`config.mk`:
```
export PLATFORM = sky130hd
export DESIGN_NAME = shk_wr_sequencer
export DESIGN_NICKNAME = d
export VERILOG_FILES = /design/src/rtl/shk_wr_sequencer.sv
export SDC_FILE = /design/constraint.sdc
export NUM_CORES = 1
export LEC_CHECK = 0
export CAP_MARGIN = 20
export CELL_PAD_IN_SITES_DETAIL_PLACEMENT = 1
export CELL_PAD_IN_SITES_GLOBAL_PLACEMENT = 1
export CORE_ASPECT_RATIO = 1.1
export CORE_MARGIN = 10
export CORE_UTILIZATION = 46
export DETAILED_ROUTE_END_ITERATION = 8
export GPL_TIMING_DRIVEN = 0
export PLACE_DENSITY = 0.78
export SLEW_MARGIN = 0
export SYNTH_ARGS = -nofsm -noshare
export SYNTH_HDL_FRONTEND = slang
export SYNTH_SLANG_ARGS = --single-unit
```
`constraint.sdc`:
```
create_clock -name i_sys_clk -period 2.9 [get_ports i_sys_clk]
set_input_delay 0.435 -clock i_sys_clk [delete_from_list [all_inputs] [get_ports i_sys_clk]]
set_output_delay 0.435 -clock i_sys_clk [all_outputs]
set_load 0.01 [all_outputs]
```
`src/rtl/shk_wr_sequencer.sv`:
```
// Command FIFO plus addr/data phase sequencer driving the shake write master bus.
// Each command: valid rise (addr byte), msync rise (data byte), then an idle gap.
module shk_wr_sequencer #(
   parameter int WD_SHK_DATA = 8,
   parameter int WD_SHK_ADDR = 8,
   parameter int WD_ERR_INFO = 4,
   parameter int DP_CMD_FIFO = 16,
   parameter int NB_TIMEOUT  = 20000,
   parameter int NB_GAP_CLKS = 4
)(
   input  logic                          i_sys_clk,
   input  logic                          i_sys_rst,
   input  logic                          i_cmd_valid,
   input  logic [WD_SHK_ADDR-1:0]        i_cmd_addr,
   input  logic [WD_SHK_DATA-1:0]        i_cmd_data,
   output logic                          o_cmd_ready,
   output logic [$clog2(DP_CMD_FIFO):0]  o_fifo_level,
   output logic                          o_busy,
   output logic                          m_shk_wr_valid,
   output logic                          m_shk_wr_msync,
   output logic [WD_SHK_ADDR-1:0]        m_shk_wr_maddr,
   output logic [WD_SHK_DATA-1:0]        m_shk_wr_mdata,
   input  logic                          m_shk_wr_ready,
   input  logic                          i_err_clr,
   output logic [WD_ERR_INFO-1:0]        m_err_seq_info
);
   localparam int PW = $clog2(DP_CMD_FIFO);
   localparam int LW = PW + 1;
   localparam int TW = $clog2(NB_TIMEOUT + 1);
   localparam int GW = $clog2(NB_GAP_CLKS + 1);
   localparam int CW = WD_SHK_ADDR + WD_SHK_DATA;
   localparam logic [TW-1:0] TMO_LAST = TW'(NB_TIMEOUT - 1);
   localparam logic [GW-1:0] GAP_LAST = GW'(NB_GAP_CLKS - 2);
   localparam logic [LW-1:0] LVL_FULL = LW'(DP_CMD_FIFO);

   typedef enum logic [1:0] {S_IDLE, S_ADDR, S_DATA, S_GAP} state_t;
   state_t r_state, w_state_nxt;

   logic [CW-1:0]          r_mem [DP_CMD_FIFO];
   logic [PW-1:0]          r_wr_ptr, r_rd_ptr;
   logic [LW-1:0]          r_level;
   logic [TW-1:0]          r_timer;
   logic [GW-1:0]          r_gap_cnt;
   logic [3:0]             r_err, w_err_set;
   logic [WD_SHK_ADDR-1:0] r_maddr;
   logic [WD_SHK_DATA-1:0] r_mdata;
   logic                   w_full, w_push, w_pop, w_tmo, w_in_phase;

   assign w_full     = (r_level == LVL_FULL);
   assign w_push     = i_cmd_valid && !w_full;
   assign w_pop      = (r_state == S_IDLE) && (r_level != '0);
   assign w_tmo      = (r_timer == TMO_LAST);
   assign w_in_phase = (r_state == S_ADDR) || (r_state == S_DATA);

   always_ff @(posedge i_sys_clk) begin
      if (i_sys_rst) r_state <= S_IDLE;
      else           r_state <= w_state_nxt;
   end

   // GAP lasts NB_GAP_CLKS-1 cycles; the IDLE pop cycle completes the NB_GAP_CLKS low window.
   always_comb begin
      w_state_nxt    = r_state;
      w_err_set      = '0;
      w_err_set[2]   = i_cmd_valid && w_full;
      m_shk_wr_valid = w_in_phase;
      m_shk_wr_msync = (r_state == S_DATA);
      o_busy         = (r_state != S_IDLE);
      case (r_state)
         S_IDLE: begin
            w_err_set[3] = m_shk_wr_ready;
            if (w_pop) w_state_nxt = S_ADDR;
         end
         S_ADDR: begin
            if (m_shk_wr_ready) w_state_nxt = S_DATA;
            else if (w_tmo) begin
               w_err_set[0] = 1'b1;
               w_state_nxt  = S_GAP;
            end
         end
         S_DATA: begin
            if (m_shk_wr_ready) w_state_nxt = S_GAP;
            else if (w_tmo) begin
               w_err_set[1] = 1'b1;
               w_state_nxt  = S_GAP;
            end
         end
         S_GAP: begin
            w_err_set[3] = m_shk_wr_ready;
            if (r_gap_cnt == GAP_LAST) w_state_nxt = S_IDLE;
         end
         default: w_state_nxt = S_IDLE;
      endcase
   end

   always_ff @(posedge i_sys_clk) begin
      if (w_push) r_mem[r_wr_ptr] <= {i_cmd_addr, i_cmd_data};
   end

   always_ff @(posedge i_sys_clk) begin
      if (i_sys_rst) begin
         r_wr_ptr  <= '0;
         r_rd_ptr  <= '0;
         r_level   <= '0;
         r_timer   <= '0;
         r_gap_cnt <= '0;
         r_err     <= '0;
         r_maddr   <= '0;
         r_mdata   <= '0;
      end else begin
         if (w_push) r_wr_ptr <= r_wr_ptr + 1'b1;
         if (w_pop) begin
            r_rd_ptr           <= r_rd_ptr + 1'b1;
            {r_maddr, r_mdata} <= r_mem[r_rd_ptr];
         end
         case ({w_push, w_pop})
            2'b10:   r_level <= r_level + 1'b1;
            2'b01:   r_level <= r_level - 1'b1;
            default: r_level <= r_level;
         endcase
         r_timer   <= (w_in_phase && w_state_nxt == r_state) ? r_timer + 1'b1 : '0;
         r_gap_cnt <= (r_state == S_GAP && w_state_nxt == S_GAP) ? r_gap_cnt + 1'b1 : '0;
         r_err     <= i_err_clr ? w_err_set : (r_err | w_err_set);
      end
   end

   assign o_cmd_ready    = !w_full;
   assign o_fifo_level   = r_level;
   assign m_shk_wr_maddr = r_maddr;
   assign m_shk_wr_mdata = r_mdata;
   assign m_err_seq_info = WD_ERR_INFO'(r_err);
endmodule
```
[Yosys cells after proc, flatten, opt, wreduce, memory -nomap -nowiden]
Memories as Yosys holds them, arrays and structs flattened. A register that Yosys moved wholly into a read port is not among the register bits.
Cells that the tools add are included.
Cells by class
  add/sub/neg operators: 6
  bitwise operators: 3
  reductions and logical operators: 14
  eq/ne operators: 10
  muxes and demuxes: 15
Operators with widths (number)
  adder 15 x 1 -> 15 bit, second input constant: 1
  == test 15 bit, second input constant: 1
  two-way mux 2 bit: 5
  case mux 5 bit (2 select lines): 1
  adder 4 x 1 -> 4 bit, second input constant: 2
  == test 2 bit, second input constant: 4
  case mux 2 bit (4 select lines): 1
  two-way mux 1 bit: 7
  OR reduction 2 bit: 3
  adder 5 x 1 -> 5 bit, second input constant: 1
  == test 5 bit, second input constant: 1
  logical AND 1 bit: 5
  nonzero test 5 bit: 1
  subtractor 5 x 1 -> 5 bit, second input constant: 1
  == test 2 x 1 -> 1 bit, second input constant: 2
  two-way mux 4 bit: 1
  OR 4 bit: 1
  nonzero test 2 bit: 2
  adder 3 x 1 -> 3 bit, second input constant: 1
  == test 3 x 2 -> 1 bit, second input constant: 1
  == test 2 bit: 1
  zero test 2 bit: 1
  NOT 1 bit: 2
  zero test 1 bit: 1
  logical OR 1 bit: 1
Word-level totals
  flip-flop bits (word level): 37
  memories: 1
  logic and storage cells: 56
  output and inout port bits: 29
  input bits: 21
  bits in writable memories: 256
Memories
  r_mem: depth 16, bits a word 16, rd ports 1, clocked after memory_dff 1, wr ports 1, line 39  | logic [CW-1:0] r_mem [DP_CMD_FIFO];

[Logic depth before layout (Yosys ltp)]
Gate-level depths: netlist (run 1).
  word-level depth: 8
  gate-level depth with buffers: 13
  depth with buffers taken out: 12

[Worst setup path before layout (run 1)]
Ideal clock, no wire load.
  kind: register to register
  start: register r_level[0], in the netlist o_fifo_level[0]
  end: register r_level[4], in the netlist o_fifo_level[4]
  data required time: 2829 ps
  arrival: 2831 ps
  slack: -2 ps
  period minus slack after synthesis: 2902 ps
  setup time: 71 ps
  stages on the path, launching flop included: 12
  path buffers: 1
  path through: dfxtp_1 > nor4_1 > a21o_1 > inv_1 > clkbuf_1 > ha_1 > fa_1 > a21o_1 > a21oi_1 > xor2_1 > or3_1 > a21oi_1
On the way
  elaborated cells between the ends (all ways): 11
  those cells by class: add/sub: 2; eq/ne: 3; mux: 1; reduce/logical: 5
RTL lines
  from (decl): line 41  | logic [LW-1:0] r_level;
  from (signal assigned): line 116  | 2'b10: r_level <= r_level + 1'b1;
  from (signal assigned): line 117  | 2'b01: r_level <= r_level - 1'b1;
  from (signal assigned): line 118  | default: r_level <= r_level;
  nonzero test 5 bit (*): line 51  | assign w_pop = (r_state == S_IDLE) && (r_level != '0);
  logical AND 1 bit (*): line 51
  named net w_pop: line 47  | logic w_full, w_push, w_pop, w_tmo, w_in_phase;
  == test 2 x 1 -> 1 bit or == test 2 bit (tied branches): line 115  | case ({w_push, w_pop})
  case mux 5 bit (2 select lines) or nonzero test 2 bit (tied branches)
The timed path passes the listed nets; every way through them passes the cells marked *.
A chain may end at the register's enable or synchronous reset.

[Worst setup path in the final report (run 1)]
Same ends and word-level chain as after synthesis.

==> flow_metrics.py, run 1 <==
metrics = {
    "outcome": {
        "status": "finished clean",
    },
    "grt": {
        "antenna_found_initial": 0,
        "grt_max_degree": 17,
        "grt_usage_pct": 19.5,
        "grt_pass1_wl_mm": 50.1,
        "globalRoute.totalOverflow": 0,
        "grt_pass1_vias": 8089,
    },
    "power_and_ir_drop": {
        "ir_worst_vdd_mv": 0.609,
        "power_density_nw_per_um2": 828,
        "p_int_mw": 8.59,
        "p_seq_share_pct": 42.9,
        "switchingPower_mw": 3.54,
        "p_comb_share_pct": 22.5,
        "clockPowerShare_pct": 34.5,
        "p_leak_nw": 4.71,
        "sw_frac_of_total_pct": 29.2,
    },
    "setup_path": {
        "r2r_cells": 11,
        "required_ns": 3.32,
        "path_class": "flip-flop to flip-flop",
        "timing.rr.end": "o_fifo_level[4]",
        "rrSetupSlack_ns": 0.16,
        "critPathCaptureType": "flip-flop",
        "worstPathArrival_ns": 3.15,
        "worstSetupStartpointType": "flip-flop",
        "path_max_fanout": 10,
        "timing.rr.start": "o_fifo_level[0]",
    },
    "timing": {
        "drv_slew": 0,
        "max_slew_margin_pct": 30.6,
        "rsz0062_at_grt": "no",
        "hold_viol_final": 0,
        "fmax_mhz": 365,
        "worstMarginPinSlew_ns": 1.04,
        "setup_viol": 0,
        "timing.final.crit_share_pct": 94.3,
        "finalClockSkew_ns": 0.0197,
        "period_minus_slack_ns": 2.74,
        "setup_ws_ns": 0.164,
    },
    "cts": {
        "cts-root-buf": "clkbuf_16",
        "path_clk_slew_ns": 0.05,
        "worst_skew_pair.late_latency_ns": 0.51,
        "cts_sinks": 309,
        "clk_path_buf_depth": 3,
        "cts_tree": "done",
        "cts_hold_buf": 0,
        "htreeDepth": 2,
        "numCtsBuffers": 34,
    },
    "floorplan": {
        "die_h_um": 192,
        "ios": 50,
        "die_area_sq_um": 33700,
        "rows": 62,
        "core_sq_um": 26200,
        "start_util_pct": 46.9,
        "dieWidth_um": 176,
    },
    "synthesis": {
        "netlist-cell-type-count": 51,
        "netlist_area_sq_um": 12300,
        "yosys_warnings": 0,
        "dominantRegCellSynth": "edfxtp_1",
        "synth_cells": 806,
        "syn_area_per_cell_sq_um": 15.3,
        "ys_ff_latch": 309,
        "synth_nets": 845,
        "ys_seq_area_share_pct": 71.1,
        "synthArstFlopShare_pct": 0,
        "synth-edff-count": 256,
    },
    "route": {
        "first_pass_iters": 5,
        "routed_via_density": 5.90,
        "routedWlPerCell_um": 25.9,
        "routed_wl_mm": 33.1,
        "drc_errors": 0,
        "drt_iter0_markers": 607,
        "ant_nets": 0,
        "num_vias": 7556,
    },
    "worst_hold_path": {
        "min_to": "r_timer[0]",
        "min_path_cells": 1,
        "min_path_type": "flip-flop to flip-flop",
        "min_from": "r_timer[0]",
    },
    "placement": {
        "place.gp.congestion": 0.857,
        "dpl_worst_slack_ns": -0.496,
        "place_hpwl_mm": 21.9,
        "place_inst": 1221,
        "numPortBuffers": 48,
    },
    "finish": {
        "fillers": 2534,
        "seqCellArea_sq_um": 8760,
        "final_cells": 1281,
        "drive_gt1_share_pct": 18.9,
        "finalNetCount": 944,
        "antenna_cells": 0,
        "area_delta_synth_final_pct": 19.0,
        "multi_input_area_sq_um": 3420,
    },
    "job": {
        "maxCapViolations": 0,
    },
}
[cells by family after synthesis]
group | after synthesis | share of synthesized area (%)
DFF | 309 | 71.1
and+or+nand+nor | 185 | 7.24
AOI/OAI and AO/OA | 125 | 7.09
muxes | 84 | 8.97
buffers and inverters | 61 | 1.98
xor gates and xnor gates | 24 | 1.71
adders and majority gates | 18 | 1.89
[Yosys cell counts, types with 2 or more instances]
master,n,area (sq um)
nand4_1,3,18.8
nand3_1,9,45.0
a211oi_1,32,240
inv_1,15,56.3
edfxtp_1,256,7690
mux4_2,16,360
buf_1,5,18.8
nor2b_1,17,106
nor4b_2,2,30.0
clkbuf_1,34,128
o21ai_0,19,95.1
a2111oi_0,17,149
a21o_1,3,22.5
nand2_1,14,52.6
mux2_1,6,67.6
nor3_1,41,205
a21oi_1,8,40.0
dfxtp_1,53,1060
nor2_1,81,304
xnor2_1,14,123
o22ai_1,32,200
mux2i_1,18,180
ha_1,17,213
mux2_2,44,495
nand2b_1,6,37.5
nor4_1,2,12.5
a22oi_1,4,30.0
buf_2,6,30.0
xor2_1,10,87.6
[power by group through the flow]
stage | combinational [mW] | sequential (mW) | clock, mW
after floorplan | 1.43 | 5.28 | 0
after global placement | 2.43 | 5.26 | 0
after detailed placement | 2.57 | 5.28 | 0
after CTS | 2.68 | 5.20 | 4.24
after global routing | 2.94 | 5.23 | 4.41
final | 2.73 | 5.21 | 4.18
[flip-flops by register name (all words and copies together), names as in the netlist]
name,flops
r_timer,15
m_err_seq_info,4
r_mem,256
r_gap_cnt,3
r_rd_ptr,4
r_state,2
m_shk_wr_mdata,8
r_wr_ptr,4
m_shk_wr_maddr,8
o_fifo_level,5
[repair_timing]
item,in CTS,in global routing
setup buffers,0,2
pin swaps,2,2
gates resized for setup,20,18
setup endpoints to repair,36,16
[stage by stage]
step                      hold WS, ns  utilization, %  TNS (ns)  area [sq um]  power [mW]
final                           0.445            55.8         0         14600        12.1
after CTS                       0.453            55.6   -0.0339         14600        12.1
after global routing            0.469            55.8         0         14600        12.6
after global placement          0.429            50.5   -212.76         13200        7.69
after floorplan                 0.417               -         0         12300        6.71
after detailed placement        0.440            51.3    -30.78         13500        7.85
[how the worst max path moves through the flow]
| stage | from | to | slack (ns) |
|---|---|---|---|
| 2_1_floorplan | o_fifo_level[0] | r_mem[3][0] | 0.1 |
| 3_3_place_gp | i_cmd_valid | r_mem[0][2] | -1.62 |
| 3_5_place_dp | i_cmd_valid | o_fifo_level[4] | -0.50 |
| 4_1_cts | o_fifo_level[1] | o_fifo_level[4] | -0.03 |
| 5_1_grt | r_rd_ptr[0] | m_shk_wr_mdata[6] | 0.01 |
| 6_report | o_fifo_level[0] | o_fifo_level[4] | 0.16 |
[cell usage in the layout (no fill, tap or decap), drive strengths merged, types with 3 or more instances in the layout]
master / synthesis / final
inv: 15 / 16
edfxtp: 256 / 256
a211oi: 32 / 32
dfxtp: 53 / 53
nor3: 41 / 41
a22oi: 4 / 4
ha: 17 / 17
a21oi: 8 / 8
mux4: 16 / 16
nor2b: 17 / 17
clkbuf: 34 / 79
mux2i: 18 / 18
a2111oi: 17 / 17
nor2: 81 / 81
o21ai: 20 / 20
nand2b: 6 / 6
nand2: 14 / 14
nand3: 9 / 9
o22ai: 32 / 32
clkdlybuf4s50: 0 / 48
xnor2: 14 / 14
buf: 12 / 28
clkinv: 0 / 11
nand4: 3 / 3
a21o: 3 / 3
xor2: 10 / 10
mux2: 50 / 50
[routing by layer]
metal	global-route usage [%]	up-vias	routed length (um)
met5	0	-	0
met4	6.95	0	1100
met3	2.98	72	1890
met2	34.2	287	16800
met1	24.1	3907	13400
li1	-	3290	-
[area by class of cell]
cell class	count	share of cell area [%]
tap	352	3.01
inverter	15	0.385
sequential	309	59.8
timing repair buffer	65	4.62
clock buffer	46	6.54
clock inverter	14	0.846
buffer	44	1.40
multi-input combinational	436	23.4
[worst max-delay path, stage by stage, from the launching register on]
cell and delay [ns]:
dfxtp_2 0.37, nor4_4 0.33, a21o_1 0.20, inv_1 0.11
clkbuf_8 0.20, ha_4 0.19, fa_2 0.35, a21o_1 0.18
a21oi_1 0.18, xor2_1 0.09, or3_1 0.31, a21oi_1 0.13
Power figures use the tool's default switching activity.
==> run 2, diff against run 1 <==
--- a/config.mk
+++ b/config.mk
@@ -9,7 +9,6 @@
 export CELL_PAD_IN_SITES_DETAIL_PLACEMENT = 1
 export CELL_PAD_IN_SITES_GLOBAL_PLACEMENT = 1
 export CORE_ASPECT_RATIO = 1.1
-export CORE_MARGIN = 10
 export CORE_UTILIZATION = 46
 export DETAILED_ROUTE_END_ITERATION = 8
 export GPL_TIMING_DRIVEN = 0
==> run 2 against run 1 <==
Against the previous run:
- final cell count unchanged
- design area stayed put
- clock skew fell by 0.0054 ns
- the flow now finishes with violations (negative setup slack)
- combinational power hardly changed
==> flow_metrics.py, run 2 (same netlist as run 1, synthesis figures left out) <==
metrics = {
    "worst_hold_path": {
        "min_path_type": "flip-flop to flip-flop",
        "min_path_cells": 1,
        "min_from": "r_timer[0]",
        "min_to": "r_timer[0]",
    },
    "timing": {
        "worstMarginPinSlew_ns": 1.03,
        "hold_viol_final": 0,
        "period_minus_slack_ns": 2.93,
        "setup_viol": 1,
        "setup_ws_ns": -0.0332,
        "rsz0062_at_grt": "no",
        "drv_slew": 0,
        "fmax_mhz": 341,
        "finalClockSkew_ns": 0.0143,
        "max_slew_margin_pct": 31.1,
        "timing.final.crit_share_pct": 101,
    },
    "placement": {
        "place.gp.congestion": 0.857,
        "place_hpwl_mm": 21.6,
        "numPortBuffers": 48,
    },
    "finish": {
        "reg.largest.list": "r_mem x256, r_timer x15",
        "drive_gt1_share_pct": 18.9,
        "top_register": "r_mem",
        "final_cell_mix": "256 x edfxtp_1, 69 x nor2_1, 49 x dfxtp_1",
        "fin_util_pct": 55.8,
        "final_common_cell": "edfxtp_1",
        "largest_reg_flops": 256,
        "antenna_cells": 0,
        "finalNetCount": 944,
        "area_delta_synth_final_pct": 19.0,
    },
    "cts": {
        "path_clk_slew_ns": 0.06,
        "numCtsBuffers": 31,
        "cts-root-buf": "clkbuf_16",
        "cts_sinks": 309,
        "worst_skew_pair.late_latency_ns": 0.56,
        "cts_tree": "done",
        "cts_hold_buf": 0,
        "htreeDepth": 1,
        "clk_path_buf_depth": 3,
    },
    "power_and_ir_drop": {
        "power.total_mw": 11.9,
        "ir_worst_vdd_mv": 0.584,
        "power_density_nw_per_um2": 813,
        "p_leak_nw": 4.70,
    },
    "floorplan": {
        "start_util_pct": 46.9,
        "rows": 62,
        "die_h_um": 174,
        "dieWidth_um": 158,
        "die_area_sq_um": 27400,
        "core_sq_um": 26200,
        "ios": 50,
    },
    "route": {
        "ant_nets": 0,
        "drt_iter0_markers": 644,
        "drc_errors": 0,
        "routedWlPerCell_um": 25.4,
        "first_pass_iters": 6,
        "num_vias": 7573,
        "routed_wl_mm": 32.5,
        "routed_via_density": 5.91,
    },
    "grt": {
        "grt_max_degree": 17,
        "grt_pass1_wl_mm": 48.9,
        "antenna_found_initial": 0,
        "globalRoute.totalOverflow": 0,
        "grt_usage_pct": 24.5,
        "grt_pass1_vias": 8108,
    },
    "setup_path": {
        "timing.rr.start": "r_rd_ptr[0]",
        "rrSetupSlack_ns": -0.03,
        "r2r_cells": 8,
        "timing.rr.end": "m_shk_wr_maddr[6]",
        "critPathCaptureType": "flip-flop",
        "worstPathArrival_ns": 3.41,
        "required_ns": 3.38,
        "path_max_fanout": 10,
        "worstSetupStartpointType": "flip-flop",
        "path_class": "flip-flop to flip-flop",
    },
    "job": {
        "maxCapViolations": 0,
    },
    "outcome": {
        "violations": "negative setup slack",
        "status": "finished with violations",
    },
}
[run 2: worst max path at each step]
stage	slack (ns)	endpoint	startpoint	cells past startpoint
final	-0.03	m_shk_wr_maddr[6]	r_rd_ptr[0]	8
after global routing	0.04	m_shk_wr_maddr[3]	r_rd_ptr[2]	7
after CTS	0.01	m_shk_wr_maddr[0]	r_rd_ptr[2]	7
after detailed placement	-0.57	o_fifo_level[4]	i_cmd_valid	10
after global placement	-1.66	r_mem[0][1]	i_cmd_valid	4
after floorplan	0.1	r_mem[3][0]	o_fifo_level[0]	4
[run 2: critical path, cell delays in order (launching register included)]
cell,delay (ns)
dfxtp_1,0.34
clkbuf_4,0.31
buf_2,0.30
nand2b_1,0.27
clkbuf_2,0.34
o22ai_1,0.15
a2111oi_0,0.70
a211oi_1,0.23
nor3_1,0.19
[run 2: timing repair]
item                       in CTS  in global routing
setup endpoints to repair      62                 13
pin swaps                       2                  1
gates resized for setup        32                  9
buffers inserted                2                  1
[run 2: power breakdown]
group / total (mW) / switching, mW / leakage, nW / internal [mW]
clock: 3.99 / 1.63 / 0.499 / 2.36
combinational: 2.71 / 1.65 / 1.45 / 1.06
sequential: 5.19 / 0.145 / 2.75 / 5.05
total: 11.9 / 3.43 / 4.70 / 8.47
[run 2: final cells by class]
| type | count | area, sq um |
|---|---|---|
| fill | 2508 | 11600 |
| sequential | 309 | 8760 |
| multi-input combinational | 436 | 3430 |
| clock buffer | 47 | 886 |
| timing repair buffer | 68 | 728 |
| tap | 352 | 440 |
| buffer | 44 | 213 |
| clock inverter | 10 | 128 |
| inverter | 15 | 56.3 |
[run 2: through the flow]
step	hold slack [ns]	cells	setup slack [ns]	cell area, sq um	TNS [ns]
after CTS	0.460	1282	0.0147	14600	0
final	0.454	1281	-0.0332	14600	-0.0332
after global routing	0.475	1281	0.0351	14600	0
after global placement	0.427	1206	-1.66	13200	-220.38
after floorplan	0.417	806	0.0969	12300	0
after detailed placement	0.449	1223	-0.566	13500	-30.26
[run 2: routing by layer]
metal | GRT usage, % | vias to the layer above | routed length, um
li1 | - | 3311 | -
met1 | 31.3 | 3884 | 13000
met2 | 41.6 | 293 | 16300
met3 | 3.55 | 85 | 1930
met4 | 9.91 | 0 | 1250
met5 | 0 | - | 0
==> run 3, diff against run 2 <==
--- a/config.mk
+++ b/config.mk
@@ -5,14 +5,16 @@
 export SDC_FILE = /design/constraint.sdc
 export NUM_CORES = 1
 export LEC_CHECK = 0
-export CAP_MARGIN = 20
+export CAP_MARGIN = 15
 export CELL_PAD_IN_SITES_DETAIL_PLACEMENT = 1
 export CELL_PAD_IN_SITES_GLOBAL_PLACEMENT = 1
 export CORE_ASPECT_RATIO = 1.1
+export CORE_MARGIN = 2
 export CORE_UTILIZATION = 46
 export DETAILED_ROUTE_END_ITERATION = 8
 export GPL_TIMING_DRIVEN = 0
 export PLACE_DENSITY = 0.78
+export RECOVER_POWER = 100
 export SLEW_MARGIN = 0
 export SYNTH_ARGS = -nofsm -noshare
 export SYNTH_HDL_FRONTEND = slang
==> run 3 against run 2 <==
Against the previous run:
- the flow now finishes without violations
- clock-buffer cell count is 1 lower
- fmax is 2.6% higher
- setup slack better by 0.076 ns
- clock power hardly changed
- clock skew hardly changed
- wire length is 0.58% lower
- register-to-register slack better by 0.08 ns
- utilization is 0.28 points lower
- non-clock buffer count is 6 higher
- sequential share of layout area is 0.28 points higher
- sequential power hardly changed
==> flow_metrics.py, run 3 (same netlist as run 1, synthesis figures left out) <==
metrics = {
    "grt": {
        "antenna_found_initial": 1,
        "grt_max_degree": 17,
        "grt_usage_pct": 23.3,
        "grt_pass1_wl_mm": 48.8,
        "globalRoute.totalOverflow": 0,
        "grt_pass1_vias": 7934,
    },
    "floorplan": {
        "start_util_pct": 46.9,
        "ios": 50,
        "die_area_sq_um": 28100,
        "core_sq_um": 26200,
        "dieWidth_um": 160,
        "rows": 62,
        "die_h_um": 176,
    },
    "timing": {
        "fmax_mhz": 350,
        "tns_ns": 0,
        "timing.final.crit_share_pct": 98.5,
        "drv_slew": 0,
        "worstMarginPinSlew_ns": 1.05,
        "period_minus_slack_ns": 2.86,
        "max_slew_margin_pct": 29.6,
        "hold_viol_final": 0,
        "setup_viol": 0,
        "finalClockSkew_ns": 0.0141,
    },
    "route": {
        "routedWlPerCell_um": 25.1,
        "ant_nets": 0,
        "routed_via_density": 5.78,
        "num_vias": 7443,
        "drc_errors": 0,
        "routed_wl_mm": 32.3,
        "drt_iter0_markers": 559,
        "first_pass_iters": 4,
    },
    "worst_hold_path": {
        "min_path_type": "flip-flop to flip-flop",
        "min_from": "r_timer[0]",
        "min_path_cells": 1,
        "min_to": "r_timer[0]",
    },
    "power_and_ir_drop": {
        "p_leak_nw": 4.72,
        "power_density_nw_per_um2": 813,
        "power.total_mw": 11.8,
        "ir_worst_vdd_mv": 0.602,
    },
    "cts": {
        "cts-root-buf": "clkbuf_16",
        "numCtsBuffers": 31,
        "path_clk_slew_ns": 0.06,
        "clk_path_buf_depth": 3,
        "cts_tree": "done",
        "worst_skew_pair.late_latency_ns": 0.57,
        "htreeDepth": 1,
        "cts_sinks": 309,
    },
    "setup_path": {
        "required_ns": 3.39,
        "timing.rr.start": "r_rd_ptr[2]",
        "worstSetupStartpointType": "flip-flop",
        "critPathCaptureType": "flip-flop",
        "timing.rr.end": "m_shk_wr_maddr[1]",
        "rrSetupSlack_ns": 0.04,
        "r2r_cells": 7,
        "worstPathArrival_ns": 3.35,
        "path_max_fanout": 10,
        "path_class": "flip-flop to flip-flop",
    },
    "outcome": {
        "status": "finished clean",
    },
    "finish": {
        "top_register": "r_mem",
        "finalNetCount": 950,
        "drive_gt1_share_pct": 18.1,
        "largest_reg_flops": 256,
        "fin_util_pct": 55.5,
        "fillers": 2543,
        "final_common_cell": "edfxtp_1",
        "reg.largest.list": "r_mem x256, r_timer x15",
        "area_delta_synth_final_pct": 18.4,
        "final_area_sq_um": 14600,
        "final_cell_mix": "256 x edfxtp_1, 71 x nor2_1, 51 x dfxtp_1",
        "final_cells": 1288,
        "antenna_cells": 0,
    },
    "placement": {
        "dpl_cell_area_sq_um": 13500,
        "place_hpwl_mm": 21.8,
        "place_inst": 1225,
        "numPortBuffers": 48,
        "place.gp.congestion": 0.783,
    },
    "job": {
        "maxCapViolations": 0,
    },
}
[run 3: cell types whose count changed in the layout (fill, tap and decap cells not counted), moves of 5 or more]
| cell | before | now |
|---|---|---|
| dlygate4sd3_1 | 0 | 20 |
| buf_8 | 12 | 3 |
| clkbuf_2 | 8 | 14 |
| clkbuf_1 | 35 | 40 |
| clkdlybuf4s50_1 | 48 | 28 |
| a2111oi_1 | 8 | 3 |
[run 3: how the worst max path moves through the flow]
stage	from	endpoint	slack (ns)
2_1_floorplan	o_fifo_level[0]	r_mem[3][0]	0.1
3_3_place_gp	i_cmd_valid	r_mem[0][2]	-1.69
3_5_place_dp	i_cmd_valid	o_fifo_level[4]	-0.48
4_1_cts	o_fifo_level[1]	o_fifo_level[4]	0.001
5_1_grt	r_rd_ptr[0]	m_shk_wr_maddr[6]	-0.05
6_report	r_rd_ptr[2]	m_shk_wr_maddr[1]	0.04
[run 3: metrics by stage]
stage | hold WS [ns] | setup slack, ns
2_1_floorplan | 0.417 | 0.0969
3_3_place_gp | 0.427 | -1.69
3_5_place_dp | 0.439 | -0.484
4_1_cts | 0.453 | 0.00149
5_1_grt | 0.494 | -0.0496
6_report | 0.446 | 0.0424
[run 3: what timing repair did]
| action | in CTS | in global routing |
|---|---|---|
| setup buffers | 1 | 4 |
| resized for setup | 26 | 15 |
| cloned | 0 | 0 |
| hold buffers | 0 | 0 |
| hold endpoints to repair | 0 | 0 |
| setup endpoints to repair | 24 | 15 |
| pin swaps | 1 | 0 |
[run 3: layer usage]
layer	part of all wire, %	GRT usage (%)
met1	40	29.8
met2	50	40.2
met5	0.040	0
met4	3.8	8.93
met3	5.7	3.68
[run 3: worst max-delay path, cell delays in order, from the launching register on]
cell and delay, ns:
dfxtp_1 0.34, clkbuf_1 0.35, clkbuf_1 0.69, mux4_2 0.35, nor2_1 0.06, a2111oi_1 0.67, nor3_1 0.14, nor3_1 0.18
[run 3: power by group]
part | internal [mW] | switching (mW)
Clock | 2.31 | 1.67
Combinational | 1.03 | 1.64
Sequential | 5.04 | 0.146
Total | 8.39 | 3.45
[run 3: layout make-up]
cell class,count,area [sq um],share of cell area (%)
Multi-Input combinational cell,436,3420,23.5
Clock inverter,12,126,0.868
Sequential cell,309,8760,60.1
Clock buffer,46,892,6.13
Inverter,15,60.1,0.412
Timing Repair Buffer,72,666,4.57
Tap cell,352,440,3.02
Buffer,46,200,1.37
